<file path="config.mk">
export PLATFORM = sky130hd
export DESIGN_NAME = timer_arbiter_flat
export DESIGN_NICKNAME = d
export VERILOG_FILES = /design/src/rtl/timer_arbiter_if.sv /design/src/rtl/timer_arbiter.sv /design/src/flat_wrapper.sv
export SDC_FILE = /design/constraint.sdc
export NUM_CORES = 1
export LEC_CHECK = 0
export ABC_AREA = 1
export CORE_MARGIN = 5
export CORE_UTILIZATION = 43
export DETAILED_ROUTE_END_ITERATION = 16
export PLACE_DENSITY = 0.84
export SYNTH_ARGS = -nofsm -noshare
export SYNTH_HDL_FRONTEND = slang
export SYNTH_SLANG_ARGS = --single-unit
</file>
<file path="constraint.sdc">
create_clock -name clk -period 2.2 [get_ports clk]
set_input_delay 0.22 -clock clk [delete_from_list [all_inputs] [get_ports clk]]
set_output_delay 0.22 -clock clk [all_outputs]
set_load 0.01 [all_outputs]
</file>
<file path="src/rtl/timer_arbiter_if.sv">
// Request/duration inputs and timer-control outputs shared between the
// mode FSMs, the timer arbiter and the countdown timer.
interface timer_arbiter_if #(
    parameter int N_REQ   = 3,
    parameter int OWNER_W = 2
);
    logic [N_REQ-1:0]   i_req;
    logic [4*N_REQ-1:0] i_sec;
    logic [N_REQ-1:0]   i_cancel;
    logic               i_pause;
    logic               i_timeout;
    logic               o_start_timer;
    logic               o_en;
    logic [3:0]         o_sw;
    logic [N_REQ-1:0]   o_grant;
    logic [N_REQ-1:0]   o_done;
    logic [OWNER_W-1:0] o_owner;
    logic               o_busy;

    modport slave (
        input  i_req, i_sec, i_cancel, i_pause, i_timeout,
        output o_start_timer, o_en, o_sw, o_grant, o_done, o_owner, o_busy
    );

    modport master (
        output i_req, i_sec, i_cancel, i_pause, i_timeout,
        input  o_start_timer, o_en, o_sw, o_grant, o_done, o_owner, o_busy
    );
endinterface

</file>
<file path="src/rtl/timer_arbiter.sv">
// Shares one countdown timer between N_REQ requesters (IDLE/LOAD/RUN/DONE).
// Define TIMER_ARB_RR_EN for round-robin arbitration; default is fixed priority.
module timer_arbiter #(
    parameter int N_REQ   = 3,
    parameter int OWNER_W = 2
) (
    input  logic            clk,
    input  logic            rst_n,
    timer_arbiter_if.slave  bus
);

    typedef enum logic [1:0] {IDLE, LOAD, RUN, DONE} state_t;

    state_t             state;
    logic [OWNER_W-1:0] win_idx;
    logic [3:0]         win_sec;
    logic               found;
    int                 cand;

`ifdef TIMER_ARB_RR_EN
    logic [OWNER_W-1:0] rr_ptr;

    function automatic logic [OWNER_W-1:0] after(input logic [OWNER_W-1:0] idx);
        if (int'(idx) == N_REQ - 1) return '0;
        return idx + 1'b1;
    endfunction
`endif

    function automatic logic [N_REQ-1:0] onehot(input logic [OWNER_W-1:0] idx);
        return N_REQ'(1) << idx;
    endfunction

    // Winner search; round-robin rotates the starting index past the last owner
    always_comb begin
        win_idx = '0;
        win_sec = '0;
        found   = 1'b0;
        cand    = 0;
        for (int i = 0; i < N_REQ; i++) begin
`ifdef TIMER_ARB_RR_EN
            cand = (int'(rr_ptr) + i) % N_REQ;
`else
            cand = i;
`endif
            if (!found && bus.i_req[cand]) begin
                found   = 1'b1;
                win_idx = OWNER_W'(cand);
                win_sec = bus.i_sec[4*cand +: 4];
            end
        end
    end

    always_ff @(posedge clk or negedge rst_n) begin
        if (!rst_n) begin
            state             <= IDLE;
            bus.o_start_timer <= 1'b0;
            bus.o_en          <= 1'b0;
            bus.o_sw          <= '0;
            bus.o_grant       <= '0;
            bus.o_done        <= '0;
            bus.o_owner       <= '0;
            bus.o_busy        <= 1'b0;
`ifdef TIMER_ARB_RR_EN
            rr_ptr            <= '0;
`endif
        end else begin
            bus.o_start_timer <= 1'b0;
            bus.o_done        <= '0;
            bus.o_en          <= 1'b0;
            case (state)
                IDLE: begin
                    if (found) begin
                        bus.o_owner <= win_idx;
                        bus.o_sw    <= win_sec;
                        bus.o_busy  <= 1'b1;
                        // A zero duration would never time out, so skip the timer
                        if (win_sec == 4'd0) begin
                            state      <= DONE;
                            bus.o_done <= onehot(win_idx);
`ifdef TIMER_ARB_RR_EN
                            rr_ptr     <= after(win_idx);
`endif
                        end else begin
                            state             <= LOAD;
                            bus.o_start_timer <= 1'b1;
                            bus.o_grant       <= onehot(win_idx);
                        end
                    end
                end
                LOAD: begin
                    state    <= RUN;
                    bus.o_en <= !bus.i_pause;
                end
                RUN: begin
                    if (bus.i_timeout) begin
                        state       <= DONE;
                        bus.o_grant <= '0;
                        bus.o_done  <= onehot(bus.o_owner);
`ifdef TIMER_ARB_RR_EN
                        rr_ptr      <= after(bus.o_owner);
`endif
                    end else if (|(bus.i_cancel & onehot(bus.o_owner))) begin
                        state       <= IDLE;
                        bus.o_grant <= '0;
                        bus.o_busy  <= 1'b0;
`ifdef TIMER_ARB_RR_EN
                        rr_ptr      <= after(bus.o_owner);
`endif
                    end else begin
                        bus.o_en <= !bus.i_pause;
                    end
                end
                DONE: begin
                    state      <= IDLE;
                    bus.o_busy <= 1'b0;
                end
                default: state <= IDLE;
            endcase
        end
    end

endmodule

</file>
<file path="src/flat_wrapper.sv">
// flat-port wrapper written by rule: the top's interface ports become plain ports
module timer_arbiter_flat 
#(
    parameter int N_REQ   = 3,
    parameter int OWNER_W = 2
)
  (clk, rst_n, bus_i_req, bus_i_sec, bus_i_cancel, bus_i_pause, bus_i_timeout, bus_o_start_timer, bus_o_en, bus_o_sw, bus_o_grant, bus_o_done, bus_o_owner, bus_o_busy);
  timer_arbiter_if #(.N_REQ(N_REQ), .OWNER_W(OWNER_W)) bus_i ();
  input  logic clk;
  input  logic rst_n;
  input wire logic [$bits(bus_i.i_req)-1:0] bus_i_req;
  input wire logic [$bits(bus_i.i_sec)-1:0] bus_i_sec;
  input wire logic [$bits(bus_i.i_cancel)-1:0] bus_i_cancel;
  input wire logic [$bits(bus_i.i_pause)-1:0] bus_i_pause;
  input wire logic [$bits(bus_i.i_timeout)-1:0] bus_i_timeout;
  output wire logic [$bits(bus_i.o_start_timer)-1:0] bus_o_start_timer;
  output wire logic [$bits(bus_i.o_en)-1:0] bus_o_en;
  output wire logic [$bits(bus_i.o_sw)-1:0] bus_o_sw;
  output wire logic [$bits(bus_i.o_grant)-1:0] bus_o_grant;
  output wire logic [$bits(bus_i.o_done)-1:0] bus_o_done;
  output wire logic [$bits(bus_i.o_owner)-1:0] bus_o_owner;
  output wire logic [$bits(bus_i.o_busy)-1:0] bus_o_busy;
  assign bus_i.i_req = bus_i_req;
  assign bus_i.i_sec = bus_i_sec;
  assign bus_i.i_cancel = bus_i_cancel;
  assign bus_i.i_pause = bus_i_pause;
  assign bus_i.i_timeout = bus_i_timeout;
  assign bus_o_start_timer = bus_i.o_start_timer;
  assign bus_o_en = bus_i.o_en;
  assign bus_o_sw = bus_i.o_sw;
  assign bus_o_grant = bus_i.o_grant;
  assign bus_o_done = bus_i.o_done;
  assign bus_o_owner = bus_i.o_owner;
  assign bus_o_busy = bus_i.o_busy;
  timer_arbiter #(.N_REQ(N_REQ), .OWNER_W(OWNER_W)) u_core (.clk(clk), .rst_n(rst_n), .bus(bus_i));
endmodule
</file>
== After elaboration in Yosys (flattened, before gate mapping) ==
Cells that the tools add are included.
Storage, ports and cells
  register bits: 17
  bits in latches: 0
  bits in writable memories: 0
  ROM bits: 0
  bits of input ports: 22
  output and inout bits: 15
  memories kept: 0
Cells by class
  $add $sub $neg: 0
  multipliers: 0
  div/mod/pow operators: 0
  $lt $le $gt $ge: 0
  equality and inequality tests: 8
  shift-type cells: 2
  muxes and demuxes: 32
  bitwise gates (word level): 1
  reductions and logical operators: 14
Operators with widths (number)
  2-to-1 mux 3 bit: 7
  2-to-1 mux 1 bit: 12
  2-to-1 mux 4 bit: 3
  case mux 3 bit (2 select lines): 2
  2-to-1 mux 2 bit: 5
  case mux 2 bit (4 select lines): 1
  AND reduction 4 bit: 2
  left shift 1 x 2 -> 3 bit (first input constant): 2
  == test 2 bit (second input constant): 2
  logical NOT 4 bit: 1
  inequality test 2 x 1 -> 1 bit (second input constant): 2
  inequality test 2 bit (second input constant): 2
  AND reduction 2 bit: 2
  bitwise AND 3 bit: 1
  logical NOT 1 bit: 3
  inequality test 3 x 2 -> 1 bit (second input constant): 1
  case mux 1 bit (3 select lines): 1
  nonzero test 3 bit: 1
  OR reduction 3 bit: 1
  == test 2 x 1 -> 1 bit (second input constant): 1
  logical AND 1 bit: 2
  logical NOT 2 bit: 1
  case mux 1 bit (2 select lines): 1
  nonzero test 2 bit: 1

== Depth between registers and ports, before layout ==
  word-level depth: 11
  mapped depth: 11

== Worst setup path after synthesis ==
No wires, ideal clock.
  path type: register to register
  start: reg u_core.state[0]
  end: reg u_core.bus.o_sw[0]
  data arrival time: 1427 ps
  required time: 2075 ps
  slack: 648 ps
  cell stages (with the launch flop): 7
  path buffers: 1
  period minus slack after synthesis: 1552 ps
  cell sequence: dfrtp_1 -> inv_1 -> ha_1 -> inv_1 -> or2_1 -> buf_6 -> mux2_4
Between the ends
  cells in the longest elaborated chain, start to end: 2
Ends and longest elaborated chain
  start, declared: line timer_arbiter.sv:14  | state_t state;
  start signal, assigned: line timer_arbiter.sv:55  | state <= IDLE;
  start signal, assigned: line timer_arbiter.sv:78  | state <= DONE;
  start signal, assigned: line timer_arbiter.sv:84  | state <= LOAD;
  logical NOT 2 bit: line timer_arbiter.sv:70  | case (state)
  AND reduction 2 bit (no source line)
  end signal, assigned: line timer_arbiter.sv:74  | bus.o_sw <= win_sec;
  end, declared: line timer_arbiter_if.sv:22  | output o_start_timer, o_en, o_sw, o_grant, o_done, o_owner, o_busy
No other way between the ends.
A chain may end at the register's enable or synchronous reset.

== Worst setup path in the final report ==
Ends and elaborated chain as after synthesis.

==> impl_metrics.env <==
export IMPL_outcome="finished, final reports clean"
export IMPL_max_stage_delay_ns=0.42
export IMPL_powerDensity_nw_per_um2=1130
export IMPL_intPower_uw=938
export IMPL_numCtsBuffers=3
export IMPL_post_dp_hpwl_um=1850
export IMPL_synth_edf_count=0
export IMPL_synth_xor_area_share_pct=0
export IMPL_power_switching_share_pct=38.5
export IMPL_arrival_ns=1.94
export IMPL_cts_sinks=17
export IMPL_slew_headroom_pct=51.6
export IMPL_required_ns=2.37
export IMPL_yosysSeqAreaShare_pct=44.5
export IMPL_placedCellCount=172
export IMPL_hp_class="in -> async"
export IMPL_p_leak_uw=0.000629
export IMPL_fp_dieW_um=57.2
export IMPL_period_minus_slack_ns=1.77
export IMPL_post_cts_resized=0
export IMPL_drt_iter0_drc=18
export IMPL_power_share_combinational_pct=54.4
export IMPL_nFillCells=189
export IMPL_syn_instance_count=111
export IMPL_drive_gt1_share_pct=7.43
export IMPL_drcViolationCount=0
export IMPL_synthMostInstantiatedCell="nand2_1"
export IMPL_finalSetupTns_ns=0
export IMPL_clkPwrFrac_pct=10.8
export IMPL_ys_flop_type="dfrtp_1"
export IMPL_dieArea_um2=3270
export IMPL_cp_cell_sequence="inv_1 -> ha_1 -> inv_1 -> or2_1 -> mux2_4"
export IMPL_synth_seq_cells=17
export IMPL_viasPerCell=5.17
export IMPL_syn_area_um2=956
export IMPL_cts_htree_levels=1
export IMPL_finClkSkew_ns=0.00897
export IMPL_cpLargestDelayFamily="flip-flops"
export IMPL_synth_top_area_share_pct=44.5
export IMPL_period_share_pct=80.5
export IMPL_path_common_cell="inv_1"
export IMPL_clk_pin_slew_ns=0.10
export IMPL_diodes=0
export IMPL_yosys_top_cells_count="20 x nand2_1, 19 x nand3_1, 17 x dfrtp_1"
export IMPL_crit_path_end_kind="register"
export IMPL_dr_pass1_iters=4
export IMPL_io_pins=37
export IMPL_grt_pass1_wl_um=3850
export IMPL_synth_async_sr_flop_share_pct=100
export IMPL_worst_pin_slew_ns=0.724
export IMPL_port_buffers=36
export IMPL_critical_path_depth=5
export IMPL_clock_path_buffers=2
export IMPL_wire_per_inst_um=12.8
export IMPL_slew_viol_final=0
export IMPL_synth_top_family_by_area="simple AND/OR/NAND/NOR gates"
export IMPL_grt_max_degree=18
export IMPL_ctsHoldBuffers=0
export IMPL_post_cts_buffers=0
export IMPL_synth_cell_types=20
export IMPL_grt_pass1_vias=910
export IMPL_maxCapViolCount=0
export IMPL_hold_viol=0
export IMPL_postRouteWirelength_um=2250
export IMPL_dieHeight_um=57.2
export IMPL_synth_mux_area_share_pct=6.28
export IMPL_ys_warnings_count=0
export IMPL_yosys_area_share_simple_pct=27.6
export IMPL_fmax_ghz=0.564
export IMPL_critPathBufInv=2
export IMPL_clk_latency_ns=0.29
export IMPL_switching_power_uw=586
export IMPL_peakVddDrop_mv=0.592
export IMPL_cts_root_buf="clkbuf_4"
export IMPL_crit_type="reg -> reg"
export IMPL_vias=910
export IMPL_cts_tree="built"
export IMPL_instances_no_fill=176
export IMPL_worstRegToRegCells=5
export IMPL_synthAdderAreaFrac_pct=5.24
export IMPL_yosys_area_top_type="dfrtp_1"
export IMPL_antenna_left=0
export IMPL_rsz0062_at_grt="false"
export IMPL_synthesis_nets=137
export IMPL_fin_nets=175
export IMPL_antenna_found_initial=0
export IMPL_synth_avg_cell_area_um2=8.61
export IMPL_finalSetupViolations=0
export IMPL_gp_congestion=0.933
export IMPL_synth_compound_area_share_pct=8.12
export IMPL_grt_overflow_total=0
export IMPL_synth_area_leaders="dfrtp_1 45%, nand3_1 9.9%, nand2_1 7.9%"
export IMPL_fp_coreArea_um2=2170
export IMPL_seqPwrFrac_pct=34.7
export IMPL_rows=17
export IMPL_grt_usage_pct=14.7
export IMPL_crit_path_top_delay_cell="dfrtp_1"
export IMPL_critPathLaunchType="register"
export IMPL_syn_to_final_growth_pct=40.6
export IMPL_start_util_pct=44.1
export IMPL_crit_fanout=7
-- metrics by stage --
stage          utilization [%]  area, um^2  setup WS (ns)  power, uW  hold WS (ns)
3_5_place_dp              60.7        1320          0.281       1360         0.468
4_1_cts                   61.9        1340          0.433       1530         0.385
2_1_floorplan                -         956          0.648       1040       -0.0756
6_report                  61.9        1340          0.428       1520         0.352
5_1_grt                   61.9        1340          0.280       1630         0.434
3_3_place_gp              60.7        1320          0.318       1330         0.457
-- cell usage in the layout, fill, tap and decap left out --
cell / Yosys / final
nor3_1: 2 / 2
clkdlybuf4s50_1: 0 / 36
o21ai_0: 6 / 6
clkbuf_1: 0 / 1
inv_1: 12 / 12
nor2_2: 1 / 1
nor2_4: 1 / 1
mux2_4: 4 / 4
nor2_1: 10 / 10
clkbuf_4: 0 / 3
nand2_2: 1 / 1
dfrtp_1: 17 / 17
ha_1: 4 / 4
a21oi_1: 5 / 5
nand4_1: 1 / 1
o211ai_1: 1 / 1
o31ai_1: 1 / 1
nand3_1: 19 / 19
a211oi_1: 1 / 1
or2_1: 1 / 1
nand3_2: 1 / 1
nand2_1: 20 / 20
-- power by group through the flow --
stage | Combinational (uW) | Clock, uW | Sequential, uW
detailed placement | 829 | 0 | 535
finish | 830 | 165 | 529
global placement | 806 | 0 | 528
floorplan | 466 | 0 | 570
CTS | 837 | 167 | 529
global route | 909 | 181 | 544
-- metal layers --
metal  part of all wire, %  wire (um)  GRT usage, %
met1                    37        839          16.6
met2                    55       1230          26.8
met3                   6.6        148          3.17
met4                   1.3         29          5.30
met5                     0          0             0
-- state kept, by name, summed over array words and instances (netlist names) --
name / cells
u_core.bus.o_sw: 4
u_core.bus.o_done: 3
u_core.bus.o_grant: 3
u_core.bus.o_owner: 2
u_core.state: 2
u_core.bus.o_busy: 1
u_core.bus.o_en: 1
u_core.bus.o_start_timer: 1
-- path summary, 6_finish.rpt --
kind / slack, ns / end / startpoint
worst max-delay path: 0.43 / u_core.bus.o_sw[0] / u_core.state[0]
worst min-delay path: 0.35 / u_core.bus.o_owner[0] / rst_n
worst max register to register: 0.43 / u_core.bus.o_sw[0] / u_core.state[0]
worst min register to register: 0.49 / u_core.bus.o_grant[0] / u_core.bus.o_grant[0]
max in group asynchronous: 1.38 / u_core.bus.o_grant[0] / rst_n
min in group clk: 0.47 / u_core.bus.o_en / bus_i_pause
-- cell families (layout without fill, tap and decap cells) --
family | count (synthesis) | count (layout)
AND/OR/NAND/NOR | 57 | 57
flip-flops | 17 | 17
adder cells (fa/ha/maj) | 4 | 4
AO/OA/AOI/OAI | 14 | 14
buffers and inverters | 15 | 52
multiplexers | 4 | 4
-- area by class of cell --
| type | count | area (um^2) | share of cell area (%) |
|---|---|---|---|
| Multi-Input combinational cell | 79 | 452 | 33.6 |
| Sequential cell | 17 | 425 | 31.7 |
| Timing Repair Buffer | 36 | 360 | 26.8 |
| Inverter | 12 | 45.0 | 3.35 |
| Tap cell | 28 | 35.0 | 2.61 |
| Clock buffer | 4 | 26.3 | 1.96 |
Power figures use the tool's default switching activity.
==> edit: new RTL, same flow settings <==
Encoding of `state_t`: now one-hot (4 bits for 4 states).
--- a/src/rtl/timer_arbiter.sv
+++ b/src/rtl/timer_arbiter.sv
@@ -9,7 +9,7 @@
     timer_arbiter_if.slave  bus
 );
 
-    typedef enum logic [1:0] {IDLE, LOAD, RUN, DONE} state_t;
+    typedef enum logic [3:0] {IDLE = 4'b0001, LOAD = 4'b0010, RUN = 4'b0100, DONE = 4'b1000} state_t;
 
     state_t             state;
     logic [OWNER_W-1:0] win_idx;
Function: same outputs for any inputs over 10 cycles, from zero or initial values and one cycle with rst_n low; not proved beyond that.
==> edit against the unedited design <==
Worst setup slack improved by 0.25 ns. Design area rose by 4.7%. Core utilization rose by 2.3 points. Wire length rose by 1.8%. Count of clock-buffer cells in the layout fell by 1. First-iteration DRC count rose by 61%. Synthesized area rose by 2.2%. Sequential cell count rose by 2. Power fell by 3.0%.
==> edit: results (changes against the unedited design) <==
- Status: complete, no violations (unchanged)
- Gr usage total: 15.3% (was 14.7%)
- Least-Margin Pin Slew: 0.275 ns (was 0.724 ns)
- Unique masters post-synth: 18 (was 20)
- Worst VDD drop: 0.736 mV (was 0.592 mV)
- Crit Path Max Fanout: 5 (was 7)
- Pin count of the biggest net entering global routing: 20 (was 18)
- Global-route wire length before repair: 4000 um (was 3850 um)
- DP Cell Count: 178 (was 172)
- Initial drt markers: 29 (was 18)
- Worst path max stage delay: 0.57 ns (was 0.42 ns)
- Multiplexer area fraction after synthesis: 4.61% (was 6.28%)
- Post-Route WL: 2290 um (was 2250 um)
- CP max-delay cell: clkdlybuf4s50_1 (was dfrtp_1)
- Vias per cell: 5.05 (was 5.17)
- Pre-CTS setup slack: 0.372 ns (was 0.281 ns)
- Via count: 920 (was 910)
- Synth Net Count: 135 (was 137)
- Adder-Cell Fraction of Synth Area: 0% (was 5.24%)
- Syn avg cell area: 8.65 sq um (was 8.61 sq um)
- Top flop regs: u_core.bus.o_sw x4, u_core.state x4 (was u_core.bus.o_sw x4, u_core.bus.o_done x3, u_core.bus.o_grant x3)
- Leak Pwr: 0.633 nW (was 0.629 nW)
- Final Skew: 0.00624 ns (was 0.00897 ns)
- Commonest cells post-synth: nand2_1, nand3_1, dfrtp_1, inv_1, nor2_1 (unchanged)
- Arrival time at the worst endpoint: 1.30 ns (was 1.94 ns)
- Nets: 177 (was 175)
- Dpl cell area: 0.00138 sq mm (was 0.00132 sq mm)
==> edit: final timing paths <==
check	start	to	slack (ns)	depth (start not counted)
hold / removal	rst_n	u_core.bus.o_sw[3]	0.24	2
max in group asynchronous	rst_n	u_core.state[0]	1.69	2
hold reg to reg	u_core.bus.o_grant[1]	u_core.bus.o_grant[1]	0.48	2
min in group clk	bus_i_pause	u_core.bus.o_en	0.45	2
setup reg to reg	u_core.state[3]	u_core.bus.o_sw[1]	0.69	5
setup / recovery	u_core.bus.o_owner[0]	bus_o_owner[0]	0.68	1
==> edit: where the power goes <==
group          switching (mW)  internal [mW]
sequential             0.0955          0.482
clock                   0.106         0.0677
combinational           0.373          0.354
==> edit: layout make-up <==
class	instances	share of cell area, %
Inverter	13	3.47
Sequential cell	19	33.9
Tap cell	28	2.49
Clock inverter	1	0.356
Multi-Input combinational cell	81	32.1
Timing Repair Buffer	37	26.1
Clock buffer	3	1.60
==> edit: cells by family after synthesis <==
kind of cell	after synthesis
buffers and inverters	13
flip-flops	19
AO/OA/AOI/OAI	15
AND/OR/NAND/NOR	62
multiplexers	4
==> edit: per-layer routing <==
| metal | up-vias | track usage [%] | wire, um |
|---|---|---|---|
| met1 | 429 | 16.2 | 901 |
| met2 | 28 | 27.6 | 1190 |
| met5 | - | 0 | 0 |
| met4 | 0 | 6.95 | 29 |
| met3 | 4 | 4.68 | 165 |
| li1 | 459 | - | - |
